## src/rtl/d16_bus_pkg.sv

```systemverilog
// Shared bus definitions for the DRAM arbiter initiators: address/data widths
// and the frame-buffer reader state encoding.
package d16_bus_pkg;
  localparam int ADDR_W = 24;
  localparam int DATA_W = 32;

  typedef enum logic [1:0] {
    IDLE,
    REQ,
    GAP,
    DONE
  } fb_state_t;
endpackage

```

## src/rtl/fb_fifo.sv

```systemverilog
// Synchronous first-word-fall-through FIFO; the head word is visible on dout
// whenever the FIFO is non-empty and reads as zero when empty.
module fb_fifo
  import d16_bus_pkg::*;
#(
  parameter int DEPTH = 16
) (
  input  logic                   clk,
  input  logic                   rst,
  input  logic                   flush,
  input  logic                   push,
  input  logic                   pop,
  input  logic [DATA_W-1:0]      din,
  output logic [DATA_W-1:0]      dout,
  output logic [$clog2(DEPTH):0] count,
  output logic                   empty
);
  localparam int PW = $clog2(DEPTH);
  localparam logic [PW:0] FULL = (PW+1)'(DEPTH);

  logic [DATA_W-1:0] mem [DEPTH];
  logic [PW-1:0]     wr_ptr;
  logic [PW-1:0]     rd_ptr;
  logic              do_push;
  logic              do_pop;

  assign empty   = (count == '0);
  assign do_push = push && !flush && (count != FULL);
  assign do_pop  = pop && !flush && !empty;
  assign dout    = empty ? '0 : mem[rd_ptr];

  always_ff @(posedge clk) begin
    if (rst || flush) begin
      wr_ptr <= '0;
      rd_ptr <= '0;
      count  <= '0;
    end else begin
      if (do_push) wr_ptr <= wr_ptr + PW'(1);
      if (do_pop)  rd_ptr <= rd_ptr + PW'(1);
      if (do_push && !do_pop)      count <= count + (PW+1)'(1);
      else if (!do_push && do_pop) count <= count - (PW+1)'(1);
    end
  end

  // Storage carries data only, so it is left out of reset.
  always_ff @(posedge clk) begin
    if (do_push) mem[wr_ptr] <= din;
  end
endmodule

```

## src/rtl/fb_reader.sv

```systemverilog
// Read-only DRAM streaming master: fetches one linear frame of words through
// the arbiter's port 1 into a small FIFO drained by the pixel serialiser.
module fb_reader
  import d16_bus_pkg::*;
#(
  parameter logic [ADDR_W-1:0] BASE_ADDR   = 24'h000000,
  parameter int                FRAME_WORDS = 9600,
  parameter int                FIFO_DEPTH  = 16
) (
  input  logic              clk,
  input  logic              rst,
  input  logic              enable,
  input  logic              frame_start,
  input  logic              pix_pop,
  output logic [DATA_W-1:0] pix_data,
  output logic              pix_valid,
  output logic              underflow,
  output logic              frame_done,
  output logic [ADDR_W-1:0] addr1,
  output logic              req_read1,
  input  logic [DATA_W-1:0] data1,
  input  logic              data_valid1
);
  localparam int                CW        = $clog2(FIFO_DEPTH) + 1;
  localparam logic [CW-1:0]     DEPTH_CNT = CW'(FIFO_DEPTH);
  localparam logic [ADDR_W-1:0] FRAME_CNT = ADDR_W'(FRAME_WORDS);

  fb_state_t         state;
  fb_state_t         state_next;
  logic [ADDR_W-1:0] ptr;
  logic [ADDR_W-1:0] rem;
  logic              discard;
  logic [CW-1:0]     count;
  logic              empty;
  logic              can_req;
  logic              accept;
  logic              keep;

  // A request is only issued when the FIFO has a free slot for the returning word.
  assign can_req = enable && !frame_done && (count < DEPTH_CNT);
  assign accept  = (state == REQ) && data_valid1;
  assign keep    = accept && !discard && !frame_start;

  fb_fifo #(.DEPTH(FIFO_DEPTH)) u_fifo (
    .clk   (clk),
    .rst   (rst),
    .flush (frame_start),
    .push  (keep),
    .pop   (pix_pop),
    .din   (data1),
    .dout  (pix_data),
    .count (count),
    .empty (empty)
  );

  assign pix_valid = !empty;

  always_comb begin
    state_next = state;
    unique case (state)
      IDLE: if (!frame_start && can_req) state_next = REQ;
      REQ:  if (data_valid1) state_next = GAP;
      GAP: begin
        if (frame_start)     state_next = IDLE;
        else if (rem == '0)  state_next = DONE;
        else if (can_req)    state_next = REQ;
        else                 state_next = IDLE;
      end
      DONE: if (frame_start) state_next = IDLE;
      default: state_next = IDLE;
    endcase
  end

  always_ff @(posedge clk) begin
    if (rst) begin
      state      <= IDLE;
      req_read1  <= 1'b0;
      addr1      <= BASE_ADDR;
      ptr        <= BASE_ADDR;
      rem        <= FRAME_CNT;
      discard    <= 1'b0;
      underflow  <= 1'b0;
      frame_done <= 1'b0;
    end else begin
      state      <= state_next;
      req_read1  <= (state_next == REQ);
      frame_done <= (state_next == DONE);
      if (state != REQ && state_next == REQ) addr1 <= ptr;
      // A restart mid-request keeps addr1/req_read1 steady and drops the reply.
      if (frame_start) begin
        ptr       <= BASE_ADDR;
        rem       <= FRAME_CNT;
        underflow <= 1'b0;
        discard   <= (state == REQ) && !data_valid1;
      end else begin
        if (pix_pop && empty) underflow <= 1'b1;
        if (keep) begin
          ptr <= ptr + ADDR_W'(1);
          rem <= rem - ADDR_W'(1);
        end
        if (accept) discard <= 1'b0;
      end
    end
  end
endmodule

```

## config.mk

```make
export PLATFORM = sky130hd
export DESIGN_NAME = fb_reader
export DESIGN_NICKNAME = d
export VERILOG_FILES = /design/src/rtl/d16_bus_pkg.sv /design/src/rtl/fb_fifo.sv /design/src/rtl/fb_reader.sv
export SDC_FILE = /design/constraint.sdc
export NUM_CORES = 1
export LEC_CHECK = 0
export CAP_MARGIN = 20
export CORE_UTILIZATION = 40
export DETAILED_ROUTE_END_ITERATION = 7
export GPL_TIMING_DRIVEN = 0
export PLACE_DENSITY = 0.54
export SETUP_SLACK_MARGIN = 0.2
export SLEW_MARGIN = 10
export SYNTH_ARGS = -nofsm -noshare
export SYNTH_HDL_FRONTEND = slang
export SYNTH_HIERARCHICAL = 1
export SYNTH_SLANG_ARGS = --single-unit
```

## constraint.sdc

```tcl
create_clock -name clk -period 15.05 [get_ports clk]
set_clock_uncertainty 0.2 [all_clocks]
set_input_delay 2.2575 -clock clk [delete_from_list [all_inputs] [get_ports clk]]
set_output_delay 2.2575 -clock clk [all_outputs]
set_load 0.02 [all_outputs]
```

## Word-level counts from Yosys, hierarchy flattened

Memory sizes are Yosys's and may differ from the RTL's. A register that Yosys moved wholly into a read port is not among the register bits.
Index checks and enable logic that the tools add are counted.

- Add/subtract/negate cells: 6
- Reduce and logical (&&, ||, !) cells: 29
- Mux-type cells: 16
- Eq/ne operators: 7
- Magnitude comparators: 1

Operators with widths:

| kind | count |
|---|---|
| 32-bit two-way mux | 1 |
| 24-bit by 1-bit adder with 24-bit output, second input constant | 1 |
| 24-bit logical NOT | 1 |
| 24-bit by 1-bit subtractor with 24-bit output, second input constant | 1 |
| 1-bit logical AND | 15 |
| 2-bit two-way mux | 5 |
| 5-bit two-way mux | 2 |
| 4-bit by 1-bit adder with 4-bit output, second input constant | 2 |
| 4-bit two-way mux | 2 |
| 2-bit one-hot mux with 4 select lines | 1 |
| 1-bit logical NOT | 7 |
| 2-bit equality test, second input constant | 3 |
| 5-bit by 1-bit adder with 5-bit output, second input constant | 1 |
| 5-bit logical NOT | 1 |
| 5-bit < comparator, second input constant | 1 |
| 1-bit two-way mux | 5 |
| 5-bit != test, second input constant | 1 |
| 5-bit by 1-bit subtractor with 5-bit output, second input constant | 1 |
| 2-bit by 1-bit equality test with 1-bit output, second input constant | 2 |
| 2-bit nonzero test | 2 |
| 2-bit logical NOT | 1 |
| 2-bit by 1-bit != test with 1-bit output, second input constant | 1 |
| 2-bit OR reduction | 1 |
| 1-bit logical OR | 1 |

- Register bits: 91
- Output and inout port bits: 60
- Memories: 1
- Word-level logic and storage cells: 71
- RAM bits: 512

Memories:

| memory | words | width | rd ports | clocked after memory_dff | write ports | line | source |
|---|---|---|---|---|---|---|---|
| u_fifo.mem | 16 | 32 | 1 | 1 | 1 | fb_fifo.sv:21 | `logic [DATA_W-1:0] mem [DEPTH];` |

## Depth between registers and ports, before layout

Gate-level depths: netlist of the first run.

- Word-level depth: 10
- Gate-level depth with buffers: 12
- Gate-level depth less buffers: 11

## Cells and area by module

The synthesis of the first run kept the hierarchy.

Modules (own cells, without submodules):

| module | times used | cells an instance | area each (um2) | sequential area each (um2) |
|---|---|---|---|---|
| fb_fifo | 1 | 900 | 20393.3 | 15715.1 |
| fb_reader | 1 | 411 | 3713.6 | 1561.5 |

## Least setup slack after synthesis of the first run

No wires, ideal clock.

- Kind: input -> register
- From: input frame_start
- To: memory u_fifo.mem[0][0] (enable)
- Path slack: 8.606 ns
- Arrival time: 5.783 ns
- Path buffers: 1
- Data required time: 14.389 ns
- Stages on the path: 7
- Library setup time: 0.461 ns
- Cell sequence: or2_0 > clkbuf_1 > nor2_1 > inv_1 > a211oi_1 > nand2_1 > nor3_1

- Word-level cells in the longest chain between the ends: 6

RTL lines:

| item | line | source |
|---|---|---|
| start: declaration | fb_reader.sv:13 | `input logic frame_start,` |
| 1-bit logical NOT | fb_reader.sv:42 | `assign keep = accept && !discard && !frame_start;` |
| 1-bit logical AND | fb_reader.sv:42 |  |
| via keep | fb_reader.sv:37 | `logic keep;` |
| 1-bit logical AND (2 in a row) | fb_fifo.sv:28 | `assign do_push = push && !flush && (count != FULL);` |
| via u_fifo.do_push | fb_fifo.sv:24 | `logic do_push;` |
| 1-bit two-way mux | fb_fifo.sv:47 | `if (do_push) mem[wr_ptr] <= din;` |
| 1-bit two-way mux (not written as such) | fb_fifo.sv:47 |  |
| end: declaration | fb_fifo.sv:21 |  |

The timed path passes the listed nets, and every way through them passes these cells.

==> results.py, run 1 <==
metrics = {
    "outcome": {
        "violations": "design-rule violations",
        "status": "finished, violations left",
    },
    "sta": {
        "min_period_ps": 6240,
        "fmax_mhz": 160,
        "setup_viol": 0,
        "period_share_pct": 41.5,
        "tightest_slew_ps": 1050,
        "rsz0062_at_grt": "false",
        "tns_ps": 0,
        "slew_headroom_pct": 30.1,
        "finalMaxSlewViolations": 0,
        "whs_ps": 271,
        "hold_viol": 0,
    },
    "power_and_ir_drop": {
        "combPwrFrac_pct": 2.2,
        "total_power_mw": 3.41,
        "power_density_mw_per_mm2": 119,
        "p_int_mw": 2.72,
        "p_switching_mw": 0.690,
        "seqPwrFrac_pct": 53.5,
        "ir_drop_mv": 0.0810,
        "p_leak_nw": 8.88,
        "switching_share_pct": 20.2,
        "p_clk_share_pct": 44.3,
    },
    "flow_run": {
        "maxCapViolCount": 0,
    },
    "critical_path": {
        "cp_top_family": "buffers and inverters",
        "r2r_cells": 10,
        "crit_path_end_kind": "output pin",
        "crit_arrival_ps": 3780,
        "crit_path_max_incr_delay_ps": 580,
        "reg2reg_setup_slack_ps": 10790,
        "critPathMaxFanout": 10,
        "r2r-end": "u_fifo/mem[0][13]",
        "critical_path.most_common_cell": "buf_2",
        "slowest_stage": "clkdlybuf4s50_1",
        "worstSetupEndpoint": "pix_data[0]",
        "r2r-start": "discard",
        "worst-path-buf-inv": 5,
        "cp.depth": 7,
        "required_ps": 12590,
        "crit_type": "reg2out",
        "cp_cell_sequence": "clkbuf_1, buf_4, buf_2, buf_2, mux2_2, a221o_1, clkdlybuf4s50_1",
        "cp-start-kind": "flop",
    },
    "clocking": {
        "clkSlewWorstSetupHoldPaths_ps": 60,
        "ctsResizeCount": 0,
        "ctsHoldBuffers": 0,
        "root_buffer": "clkbuf_16",
        "cts_max_level": 3,
        "cts_made_buffers": 67,
        "cts.sinks": 607,
        "cts_tree": "yes",
        "clk_latency_ps": 590,
        "cts_setup_buffers": 0,
        "clockBufferDepth": 3,
    },
    "placement": {
        "dpl.hpwl_um": 36000,
        "port_buffers": 97,
        "routabilityCongestion": 0.743,
    },
    "synthesis": {
        "synth_ff_type": "edfxtp_1",
        "netlist_area_sq_mm": 0.0241,
        "ys_ff_latch": 607,
        "syn_avg_cell_area_sq_um": 18.4,
        "ys_warn_count": 6,
        "synthCells": 1311,
        "synth_edf_count": 512,
        "yosysSeqAreaShare_pct": 71.7,
        "syn_nets": 1362,
        "synthArstFlopShare_pct": 0,
        "synth_cell_types": 60,
    },
    "layout": {
        "areaGrowthSynthToFinish_pct": 19.3,
        "layout-drive-gt1-share_pct": 22.5,
        "antennaDiodeCount": 0,
        "final_nets": 1564,
        "final_util_pct": 48.5,
    },
    "global_route": {
        "grt_max_degree": 21,
        "grt_usage_pct": 18.8,
        "first_global_vias": 13100,
        "antenna_found_initial": 3,
        "overflow": 0,
        "grt_pass1_wl_um": 83300,
    },
    "floorplan": {
        "ios": 98,
        "die-area_sq_mm": 0.0613,
        "rows": 89,
        "die_w_um": 247,
        "initial_core_util_pct": 40.7,
        "dieHeight_um": 247,
        "core_sq_mm": 0.0592,
    },
    "route": {
        "postRouteAntennaNets": 0,
        "routed_wl_um": 56600,
        "wire_per_inst_um": 24.2,
        "drt_iter0_drc": 888,
        "drtPass1Iterations": 8,
        "drc_errors": 1,
        "num_vias": 12700,
        "vias_per_cell": 5.45,
    },
    "worst_hold_path": {
        "worstHoldPathType": "reg2reg",
    },
}
[worst min-delay path by stage]
| stage | cells past startpoint | endpoint | start | slack [ps] |
|---|---|---|---|---|
| after global routing | 2 | addr1[16] | addr1[16] | 300 |
| after detailed placement | 2 | addr1[13] | addr1[13] | 270 |
| final | 2 | addr1[13] | addr1[13] | 270 |
| after global placement | 2 | rem[21] | rem[21] | 260 |
| after floorplan | 2 | rem[21] | rem[21] | 250 |
| after CTS | 2 | addr1[13] | addr1[13] | 280 |
[per-stage QoR]
| step | std cells | worst slack (ps) | cell area, sq um |
|---|---|---|---|
| 2_1_floorplan | 1311 | 8610 | 24100 |
| 3_3_place_gp | 2181 | 4400 | 26000 |
| 3_5_place_dp | 2217 | 8170 | 26700 |
| 4_1_cts | 2337 | 8690 | 28800 |
| 5_1_grt | 2337 | 8590 | 28800 |
| 6_report | 2337 | 8810 | 28800 |
[kinds of logic (layout without fill, tap and decap cells)]
| logic type | after synthesis | after routing | synth area share (%) |
|---|---|---|---|
| DFF | 607 | 607 | 71.7 |
| and+or+nand+nor | 277 | 277 | 6.63 |
| muxes | 192 | 192 | 14.8 |
| AOI/OAI and AO/OA | 116 | 116 | 3.68 |
| buffers and inverters | 88 | 341 | 1.88 |
| xor gates and xnor gates | 18 | 18 | 0.654 |
| adders and majority gates | 13 | 13 | 0.706 |
[power groups by stage]
stage / combinational (mW) / sequential (mW) / clock [mW]
2_1_floorplan: 0.0306 / 1.86 / 0
3_3_place_gp: 0.0731 / 1.86 / 0
3_5_place_dp: 0.0756 / 1.86 / 0
4_1_cts: 0.0758 / 1.82 / 1.55
5_1_grt: 0.0810 / 1.82 / 1.62
6_report: 0.0745 / 1.82 / 1.51
[synth_stat cells (5+ instances only)]
| cell | instances | share of area, % |
|---|---|---|
| inv_1 | 16 | 0.25 |
| nand4_1 | 13 | 0.34 |
| or3_1 | 10 | 0.26 |
| buf_1 | 7 | 0.11 |
| a221o_1 | 32 | 1.3 |
| nand3_1 | 18 | 0.37 |
| mux2_2 | 32 | 1.5 |
| o311ai_0 | 5 | 0.18 |
| buf_4 | 8 | 0.25 |
| nand2b_1 | 55 | 1.4 |
| dfxtp_1 | 95 | 7.9 |
| o31ai_1 | 17 | 0.53 |
| nor4_1 | 7 | 0.18 |
| and2_1 | 6 | 0.16 |
| nor3_1 | 11 | 0.23 |
| and4_1 | 5 | 0.18 |
| nor2_1 | 57 | 0.89 |
| nor2b_1 | 33 | 0.86 |
| xnor2_1 | 9 | 0.33 |
| o21ai_0 | 9 | 0.19 |
| o41ai_1 | 5 | 0.18 |
| mux4_2 | 128 | 12 |
| xor2_1 | 9 | 0.33 |
| buf_2 | 21 | 0.44 |
| clkbuf_1 | 27 | 0.42 |
| or4_1 | 20 | 0.62 |
| nand2_1 | 17 | 0.26 |
| ha_1 | 12 | 0.62 |
| edfxtp_1 | 512 | 64 |
| a21oi_1 | 33 | 0.69 |
| buf_6 | 8 | 0.37 |
| mux2i_1 | 32 | 1.3 |
[sequential cells by signal, indices dropped and copies added (netlist names), 2 cells and up, named ones only]
| register | flops |
|---|---|
| ptr | 24 |
| rem | 24 |
| state | 2 |
| addr1 | 24 |
| u_fifo/wr_ptr | 4 |
| u_fifo/count | 5 |
| u_fifo/rd_ptr | 4 |
| u_fifo/mem | 512 |
[worst register-to-register path, stage by stage, from the launching register on]
cell      delay [ps]
dfxtp_1          310
or2_0            210
clkbuf_1         140
nor2_1           560
inv_1            180
a211oi_1         450
nand2_1          340
nor3_2           760
buf_4            340
buf_4            240
buf_4            230
[per-layer routing]
| metal | wire (um) | track usage, % |
|---|---|---|
| met1 | 25500 | 25.7 |
| met2 | 27300 | 30.2 |
| met3 | 2750 | 3.93 |
| met4 | 997 | 5.49 |
| met5 | 29 | 0 |
[final cells by class]
class,count,area (sq um)
fill,4953,30500
sequential,607,17300
multi-input combinational,616,6490
clock buffer,96,1870
timing repair buffer,133,1560
tap,773,967
buffer,72,394
clock inverter,24,149
inverter,16,60.1
[cell usage in the layout (no fill, tap or decap), types with 6 or more instances in the layout]
master	netlist	layout
dfxtp_1	95	95
a21oi_1	33	33
mux2i_1	32	32
clkinv_2	0	10
clkbuf_16	0	70
nor3_1	11	7
mux4_2	128	128
buf_1	7	7
and2_1	6	6
nor2b_1	33	33
nand2_1	17	17
mux2_2	32	32
xnor2_1	9	9
or3_1	10	10
inv_1	16	16
nand4_1	13	13
nand3_1	18	18
ha_1	12	12
nand2b_1	55	55
nor2_1	57	45
xor2_1	9	9
buf_6	8	12
buf_16	0	10
clkinv_1	0	8
clkdlybuf4s50_1	0	97
buf_4	8	22
o31ai_1	17	17
edfxtp_1	512	512
nor4_1	7	7
o21ai_0	9	9
buf_2	21	21
buf_12	0	8
nor2_4	0	12
or4_1	20	20
a221o_1	32	32
clkbuf_1	27	51
No activity file was read; power rests on OpenSTA's default activity.
==> run 2: changes to the inputs <==
==> constraint.sdc (replaced) <==
create_clock -name clk -period 6.3 [get_ports clk]
set_clock_uncertainty 0.2 [all_clocks]
set_input_delay 0.945 -clock clk [delete_from_list [all_inputs] [get_ports clk]]
set_output_delay 0.945 -clock clk [all_outputs]
set_load 0.02 [all_outputs]
==> results of run 2 <==
The final DEF is identical to that of run 1. Status: finished, violations left: design-rule violations.
Among the figures that moved: setup slack after placement 8170 ps -> 729 ps; setup slack after layout 8810 ps -> 1370 ps; register-to-register setup slack 10790 ps -> 2040 ps; total power 3.41 mW -> 8.14 mW; worst IR drop on VDD 0.0810 mV -> 0.194 mV
==> run 3: changes to the inputs <==
==> constraint.sdc (replaced) <==
create_clock -name clk -period 4.6 [get_ports clk]
set_clock_uncertainty 0.2 [all_clocks]
set_input_delay 0.69 -clock clk [delete_from_list [all_inputs] [get_ports clk]]
set_output_delay 0.69 -clock clk [all_outputs]
set_load 0.02 [all_outputs]
==> results.py, run 3 (synthesis results as in run 1) <==
metrics = {
    "outcome": {
        "status": "finished, violations left",
        "violations": "design-rule violations",
    },
    "clocking": {
        "clockBufferDepth": 3,
        "cts_tree": "yes",
        "cts_max_level": 3,
        "ctsHoldBuffers": 0,
        "clk_latency_ps": 590,
        "cts_made_buffers": 68,
        "cts.sinks": 607,
        "root_buffer": "clkbuf_16",
        "clkSlewWorstSetupHoldPaths_ps": 60,
    },
    "route": {
        "met3WireLength_um": 2410,
        "routed_wl_um": 55900,
        "drtPass1Iterations": 8,
        "drt_iter0_drc": 921,
        "vias_per_cell": 5.49,
        "drc_errors": 6,
        "num_vias": 12800,
        "dr.max_layer_used": "met5",
        "postRouteAntennaNets": 0,
        "wl_met1_um": 25600,
        "wire_per_inst_um": 24.0,
        "wl_met2_um": 26800,
    },
    "sta": {
        "slew_headroom_pct": 28.0,
        "whs_ps": 271,
        "fmax_mhz": 233,
        "hold_viol": 0,
        "rsz0062_at_grt": "false",
        "tightest_slew_ps": 1080,
        "setup_viol": 0,
        "period_share_pct": 93.5,
        "finalMaxSlewViolations": 0,
        "min_period_ps": 4300,
        "tns_ps": 0,
        "fin_ws_ps": 300,
    },
    "critical_path": {
        "r2r-start": "discard",
        "cp-start-kind": "flop",
        "slowest_stage": "clkdlybuf4s50_1",
        "crit_path_max_incr_delay_ps": 580,
        "required_ps": 3710,
        "critPathMaxFanout": 10,
        "crit_type": "reg2out",
        "crit_arrival_ps": 3410,
        "crit_path_end_kind": "output pin",
        "cp_cell_sequence": "buf_2, clkdlybuf4s15_2, mux4_2, mux2_2, a221o_1, clkdlybuf4s50_1",
    },
    "placement": {
        "dpl.hpwl_um": 35800,
        "routabilityCongestion": 0.756,
        "port_buffers": 97,
        "placed_cell_area_sq_mm": 0.0268,
        "place_inst": 2208,
        "dp_slack_ps": -244,
    },
    "floorplan": {
        "core_sq_mm": 0.0592,
        "die-area_sq_mm": 0.0613,
        "dieHeight_um": 247,
        "rows": 89,
        "initial_core_util_pct": 40.7,
        "die_w_um": 247,
        "ios": 98,
    },
    "global_route": {
        "grt_pass1_wl_um": 83000,
        "overflow": 0,
        "grt_max_degree": 21,
        "first_global_vias": 13000,
        "grt_usage_pct": 18.7,
        "antenna_found_initial": 3,
    },
    "power_and_ir_drop": {
        "power_density_mw_per_mm2": 393,
        "p_leak_nw": 8.92,
        "total_power_mw": 11.4,
        "ir_drop_mv": 0.300,
    },
    "layout": {
        "areaGrowthSynthToFinish_pct": 20.2,
        "largest_register_ff_count": 512,
        "instances_no_fill": 2332,
        "layout_common_cells": "edfxtp_1, mux4_2, clkdlybuf4s50_1",
        "final_util_pct": 48.9,
        "final_common_cell": "edfxtp_1",
        "top_register": "u_fifo/mem",
        "final_nets": 1558,
        "design_area_sq_mm": 0.0290,
        "fillers": 4949,
        "layout-drive-gt1-share_pct": 22.9,
    },
    "worst_hold_path": {
        "worstHoldStart": "addr1[19]",
        "worstHoldPathType": "reg2reg",
    },
    "flow_run": {
        "maxCapViolCount": 0,
    },
}
-- run 3: changes by cell type in the layout (fill, tap and decap cells not counted), moves of 2 or more --
cell | previous run | this run
clkdlybuf4s15_2 | 0 | 4
nor3_4 | 0 | 4
buf_2 | 21 | 19
bufinv_16 | 0 | 4
buf_16 | 10 | 13
buf_6 | 12 | 8
clkbuf_1 | 51 | 45
nor3_2 | 5 | 1
clkinv_1 | 8 | 10
clkbuf_2 | 0 | 2
buf_8 | 0 | 7
buf_1 | 7 | 1
buf_4 | 22 | 14
-- run 3: critical path: cells and delay by family, from the launching register on --
family / cells / cell delay (ps)
buffers and inverters: 3 / 1420
muxes: 2 / 660
AOI/OAI and AO/OA: 1 / 370
DFF: 1 / 350
-- run 3: where the power goes --
group / total [mW] / internal (mW) / switching (mW)
sequential: 5.97 / 5.96 / 0.00387
combinational: 0.244 / 0.0933 / 0.151
clock: 5.16 / 3.04 / 2.12
total: 11.4 / 9.10 / 2.27
-- run 3: layout make-up --
cell class                      count  area (sq um)  share of cell area (%)
Clock buffer                       91          1840                    6.35
Antenna cell                        1          2.50                 0.00864
Sequential cell                   607         17300                    59.6
Multi-Input combinational cell    616          6520                    22.5
Buffer                             72           439                    1.52
Clock inverter                     30           278                   0.959
Timing Repair Buffer              126          1590                    5.49
Tap cell                          773           967                    3.34
Inverter                           16          60.1                   0.207
-- run 3: layer usage --
metal,global-route usage (%),up-vias
met3,2.98,69
li1,-,5717
met2,30.1,256
met5,0,-
met1,26.2,6747
met4,5.59,4
-- run 3: what timing repair did --
action                                  in CTS  in global routing
resized for setup                           17                  0
setup buffers                                0                  2
endpoints found under the setup margin      32                  4
pin swaps                                    0                  2
cloned                                       0                  0
endpoints found under the hold margin        0                  0
-- run 3: path summary, 6_finish.rpt --
path                                     endpoint  slack (ps)  cells after the start
worst min register to register          addr1[19]         270                      2
worst max-delay path                 pix_data[26]         300                      6
worst min-delay path                    addr1[19]         270                      2
worst max register to register  u_fifo/mem[1][22]         960                      8
==> RTL change 1, RTL diff (flow settings as in run 3) <==
Add an input register stage for `enable`, `frame_start`, `pix_pop`, `data1` and `data_valid1`; this delays them by one clock.
--- a/src/rtl/fb_reader.sv
+++ b/src/rtl/fb_reader.sv
@@ -26,4 +26,18 @@
   localparam logic [ADDR_W-1:0] FRAME_CNT = ADDR_W'(FRAME_WORDS);
 
+  logic enable_q;
+  logic frame_start_q;
+  logic pix_pop_q;
+  logic [DATA_W-1:0] data1_q;
+  logic data_valid1_q;
+
+  always_ff @(posedge clk) begin
+    enable_q      <= enable;
+    frame_start_q <= frame_start;
+    pix_pop_q     <= pix_pop;
+    data1_q       <= data1;
+    data_valid1_q <= data_valid1;
+  end
+
   fb_state_t         state;
   fb_state_t         state_next;
@@ -38,15 +52,15 @@
 
   // A request is only issued when the FIFO has a free slot for the returning word.
-  assign can_req = enable && !frame_done && (count < DEPTH_CNT);
-  assign accept  = (state == REQ) && data_valid1;
-  assign keep    = accept && !discard && !frame_start;
+  assign can_req = enable_q && !frame_done && (count < DEPTH_CNT);
+  assign accept  = (state == REQ) && data_valid1_q;
+  assign keep    = accept && !discard && !frame_start_q;
 
   fb_fifo #(.DEPTH(FIFO_DEPTH)) u_fifo (
     .clk   (clk),
     .rst   (rst),
-    .flush (frame_start),
+    .flush (frame_start_q),
     .push  (keep),
-    .pop   (pix_pop),
-    .din   (data1),
+    .pop   (pix_pop_q),
+    .din   (data1_q),
     .dout  (pix_data),
     .count (count),
@@ -59,13 +73,13 @@
     state_next = state;
     unique case (state)
-      IDLE: if (!frame_start && can_req) state_next = REQ;
-      REQ:  if (data_valid1) state_next = GAP;
+      IDLE: if (!frame_start_q && can_req) state_next = REQ;
+      REQ:  if (data_valid1_q) state_next = GAP;
       GAP: begin
-        if (frame_start)     state_next = IDLE;
+        if (frame_start_q)     state_next = IDLE;
         else if (rem == '0)  state_next = DONE;
         else if (can_req)    state_next = REQ;
         else                 state_next = IDLE;
       end
-      DONE: if (frame_start) state_next = IDLE;
+      DONE: if (frame_start_q) state_next = IDLE;
       default: state_next = IDLE;
     endcase
@@ -88,11 +102,11 @@
       if (state != REQ && state_next == REQ) addr1 <= ptr;
       // A restart mid-request keeps addr1/req_read1 steady and drops the reply.
-      if (frame_start) begin
+      if (frame_start_q) begin
         ptr       <= BASE_ADDR;
         rem       <= FRAME_CNT;
         underflow <= 1'b0;
-        discard   <= (state == REQ) && !data_valid1;
+        discard   <= (state == REQ) && !data_valid1_q;
       end else begin
-        if (pix_pop && empty) underflow <= 1'b1;
+        if (pix_pop_q && empty) underflow <= 1'b1;
         if (keep) begin
           ptr <= ptr + ADDR_W'(1);
Behaviour: not the same (Yosys sat finds a counterexample within 4 cycles, from zero or initial values and one cycle with rst high).
==> RTL change 1 against run 3 <==
Global-route usage is 0.14 points lower; sequential cell count rose by 36; worst setup slack improved by 61 ps; total power rose by 4.1%; design area grew 1.7%; area after synthesis up 1.9%; combinational power decreased by 32%; wire length is 1.3% higher; critical path type unchanged; critical endpoint is now pix_data[0]; largest cell class unchanged; highest routed layer is now met4.
==> RTL change 1: results (changes against run 3) <==
* Result of the run: finished clean (was finished, violations left)
* End point of the worst hold path: addr1[14]$_SDFFE_PP0P_ (was addr1[19]$_SDFFE_PP0P_)
* Layout net count at 1571 (was 1558)
* Maximum number of pins on one net before global-route repair at 19 (was 21)
* Register area share after synthesis at 0.733 (was 0.717)
* Clock root cell: sky130_fd_sc_hd__clkbuf_16 (unchanged)
* Inserted Diodes at 0 (was 1)
* End of the worst register-to-register path: u_fifo/mem[1][17]$_DFFE_PP_ (was u_fifo/mem[1][22]$_DFFE_PP_)
* Register-to-Register Setup Slack at 540 ps (was 960 ps)
* Crit Reg-Reg Startpoint: frame_start_q$_DFF_P_ (was discard$_SDFFE_PP0P_)
* Global router's overall resource usage at 0.185 (was 0.187)
* Fraction of final layout cells sized beyond drive strength 1 at 0.244 (was 0.229)
* Hold path startpoint: addr1[14]$_SDFFE_PP0P_ (was addr1[19]$_SDFFE_PP0P_)
* Wire length of the first global-routing pass at 85100 µm (was 83000 µm)
* Number of cells on the worst reg-to-reg path at 10 (was 8)
* Number of library cell types mapped by synthesis at 56 (was 60)
* Final estimated routing congestion in global placement at 0.762 (was 0.756)
* Instance area at placement at 0.0273 mm² (was 0.0268 mm²)
* Ranking of synthesized cells by area: sky130_fd_sc_hd__edfxtp_1, sky130_fd_sc_hd__mux4_2, sky130_fd_sc_hd__dfxtp_1, sky130_fd_sc_hd__mux2_2, sky130_fd_sc_hd__a221o_1 (was sky130_fd_sc_hd__edfxtp_1, sky130_fd_sc_hd__mux4_2, sky130_fd_sc_hd__dfxtp_1, sky130_fd_sc_hd__mux2_2, sky130_fd_sc_hd__nand2b_1)
* Cell type group with the largest total delay on the critical path: buffers and inverters (unchanged)
* Final wirelength at 56700 µm (was 55900 µm)
* Rel. slew slack at 0.299 (was 0.280)
* Hold_ws at 277 ps (was 271 ps)
* Compound-cell area share of the yosys netlist at 0.0294 (was 0.0368)
* Detailed Routing Iterations Pass 1 at 4 (was 8)
* Peak supply drop at 0.000250 V (was 0.000300 V)
* WP data arrival at 3350 ps (was 3410 ps)
* Setup Slack @ Placement at 280 ps (was -244 ps)
* Net count of the mapped netlist at 1372 (was 1362)
* Initial DRC Count at 794 (was 921)
* Maximum fanout count along the critical path at 10 (unchanged)
* Number of antenna violations at the first check in global routing at 0 (was 3)
* Multiplexer share of the synthesized area at 0.135 (was 0.148)
* Via density per instance at 5.41 (was 5.49)
* Leakage at 9.19 nW (was 8.92 nW)
* Top cells by count, synth: sky130_fd_sc_hd__edfxtp_1, sky130_fd_sc_hd__dfxtp_1, sky130_fd_sc_hd__mux4_2 (was sky130_fd_sc_hd__edfxtp_1, sky130_fd_sc_hd__mux4_2, sky130_fd_sc_hd__dfxtp_1)
* Setup crit end: pix_data[0] (was pix_data[26])
* Clock buffer count from CTS at 71 (was 68)
* Post-synthesis xor/xnor area fraction at 0.0185 (was 0.00654)
-- RTL change 1: tightest hold or removal path, cell delays in order, from the launching register on --
cell,delay [ps]
sky130_fd_sc_hd__dfxtp_1,300
sky130_fd_sc_hd__o21ai_0,60
sky130_fd_sc_hd__a21oi_1,60
-- RTL change 1: metrics by stage --
stage	TNS (ps)	total power, mW	cells
finish	0	11.8	2359
global route	0	12.2	2359
CTS	0	12.0	2359
detailed placement	0	6.65	2229
global placement	-874150	6.64	2200
floorplan	0	6.54	1321
-- RTL change 1: where the power goes --
| part | total [mW] | internal [mW] | switching [mW] | leakage, nW |
|---|---|---|---|---|
| logic | 0.166 | 0.0800 | 0.0858 | 2.47 |
| clock network | 5.32 | 3.09 | 2.23 | 1.05 |
| registers | 6.36 | 6.29 | 0.0659 | 5.67 |
| total | 11.8 | 9.46 | 2.38 | 9.19 |
-- RTL change 1: metal layers --
metal | share of wire | track usage | up-vias
met2 | 0.47 | 0.287 | 292
met5 | 0 | 0 | -
met3 | 0.046 | 0.0305 | 76
met4 | 0.019 | 0.0557 | 0
met1 | 0.47 | 0.269 | 6709
li1 | - | - | 5679
-- RTL change 1: area by class of cell --
| type | instances | area [µm²] |
|---|---|---|
| clock buffer | 109 | 2020 |
| tap | 782 | 978 |
| multi-input combinational | 593 | 6260 |
| buffer | 72 | 443 |
| inverter | 13 | 48.8 |
| fill | 5010 | 31000 |
| sequential | 643 | 18000 |
| timing repair buffer | 126 | 1580 |
| clock inverter | 21 | 143 |
-- RTL change 1: repair_timing --
item                                    CTS  global route
pin swaps                                 0             0
gates resized for setup                  19             4
buffers inserted                          0             0
endpoints found under the setup margin   32           104
==> RTL change 2, RTL diff (config.mk and constraints of run 3) <==
Made on the original files. The package constant `DATA_W` goes from 32 to 16.
--- a/src/rtl/d16_bus_pkg.sv
+++ b/src/rtl/d16_bus_pkg.sv
@@ -3,5 +3,5 @@
 package d16_bus_pkg;
   localparam int ADDR_W = 24;
-  localparam int DATA_W = 32;
+  localparam int DATA_W = 16;
 
   typedef enum logic [1:0] {
Interface: changed (resized data1 and pix_data); port bits go from 98 to 66. The function was not compared with the original's and may differ.
==> RTL change 2 against run 3 <==
Area after synthesis is 40% lower; design area is 40% lower; total power is 43% lower; wire length is 43% lower; global-route usage is 0.74 points lower; first-iteration DRC count is 49% lower; count of clock-buffer cells in the layout is 41 lower; sequential cell count is 256 lower; clock power is 43% lower; hold slack worse by 2.8 ps; worst setup slack better by 55 ps; non-clock buffer count is 63 lower; critical endpoint is now pix_data[3].
==> RTL change 2: results (changes against run 3) <==
* End of the worst register-to-register path: u_fifo/count[4]$_SDFFE_PP0P_ (was u_fifo/mem[1][22]$_DFFE_PP_)
* Filler Cell Count at 3107 (was 4949)
* Setup crit end: pix_data[3] (was pix_data[26])
* Result of the run: finished clean (was finished, violations left)
* Number of library cell types mapped by synthesis at 63 (was 60)
* Met2 demand-to-capacity share in global routing at 0.289 (was 0.301)
* Placed Cells incl. Taps at 1470 (was 2208)
* Number of antenna violations at the first check in global routing at 0 (was 3)
* Fraction of power spent switching nets at 0.206 (was 0.200)
* Initial DRC Count at 470 (was 921)
* Register area share after synthesis at 0.663 (was 0.717)
* Largest incremental delay on the critical path at 700 ps (was 580 ps)
* Crit Reg-Reg Startpoint: state[0]$_SDFF_PP0_ (was discard$_SDFFE_PP0P_)
* Final estimated routing congestion in global placement at 0.742 (was 0.756)
* Clock buffer count from CTS at 40 (was 68)
* H-tree lvl count at 2 (was 3)
* WP data arrival at 3350 ps (was 3410 ps)
* Instance area at placement at 0.0161 mm² (was 0.0268 mm²)
* Peak supply drop at 0.000217 V (was 0.000300 V)
* Detailed Routing Iterations Pass 1 at 4 (was 8)
* Leakage at 5.41 nW (was 8.92 nW)
* Routed met3 length at 1120 µm (was 2410 µm)
* Register-to-Register Setup Slack at 1170 ps (was 960 ps)
* Worst path slowest cell: sky130_fd_sc_hd__clkbuf_1 (was sky130_fd_sc_hd__clkdlybuf4s50_1)
* Port bufs at 65 (was 97)
* Grt met3 use at 0.0248 (was 0.0298)
* Wire length of the first global-routing pass at 49400 µm (was 83000 µm)
* Final wirelength at 32000 µm (was 55900 µm)
* Hold_ws at 268 ps (was 271 ps)
* Routed metal-1 wirelength at 14900 µm (was 25600 µm)
* Compound-cell area share of the yosys netlist at 0.0507 (was 0.0368)
* Via density per instance at 5.36 (was 5.49)
* Number of cells produced by synthesis at 924 (was 1311)
* Worst-Skew Late Latency at 520 ps (was 590 ps)
* Grt met1 use at 0.255 (was 0.262)
[RTL change 2: cell count changes after synthesis, moves of 2 or more]
cell,before,now
sky130_fd_sc_hd__edfxtp_1,512,256
sky130_fd_sc_hd__mux4_2,128,63
sky130_fd_sc_hd__a221o_1,32,16
sky130_fd_sc_hd__mux2_2,32,16
sky130_fd_sc_hd__nor2b_1,33,17
sky130_fd_sc_hd__buf_2,21,10
sky130_fd_sc_hd__buf_1,7,1
sky130_fd_sc_hd__buf_4,8,3
sky130_fd_sc_hd__and2_1,6,9
sky130_fd_sc_hd__buf_8,0,2
[RTL change 2: stage by stage]
step	worst slack, ps	utilization
6_report	355	0.486
5_1_grt	222	0.486
4_1_cts	276	0.486
3_5_place_dp	-105	0.452
3_3_place_gp	-1680	0.441
2_1_floorplan	819	-
[RTL change 2: tightest hold or removal path, stage by stage, from the launching register on]
cell                      delay [ps]
sky130_fd_sc_hd__dfxtp_1         330
sky130_fd_sc_hd__a21oi_1          40
sky130_fd_sc_hd__nor2_1           70
[RTL change 2: power groups by stage]
stage	registers, mW	clock network (mW)	logic (mW)
5_1_grt	3.40	3.10	0.187
6_report	3.40	2.92	0.170
2_1_floorplan	3.47	0	0.0811
3_3_place_gp	3.47	0	0.171
4_1_cts	3.40	2.99	0.173
3_5_place_dp	3.47	0	0.172
[RTL change 2: timing repair]
action | in CTS | in global routing
pin swaps | 0 | 0
setup endpoints to repair | 12 | 1
resized for setup | 2 | 1
hold endpoints to repair | 0 | 0
[RTL change 2: layout make-up]
class / instances / share of cell area
Sequential cell: 351 / 0.555
Multi-Input combinational cell: 507 / 0.265
Clock buffer: 50 / 0.0613
Tap cell: 461 / 0.0334
Timing Repair Buffer: 85 / 0.0572
Inverter: 16 / 0.00347
Buffer: 50 / 0.0172
Clock inverter: 21 / 0.00811
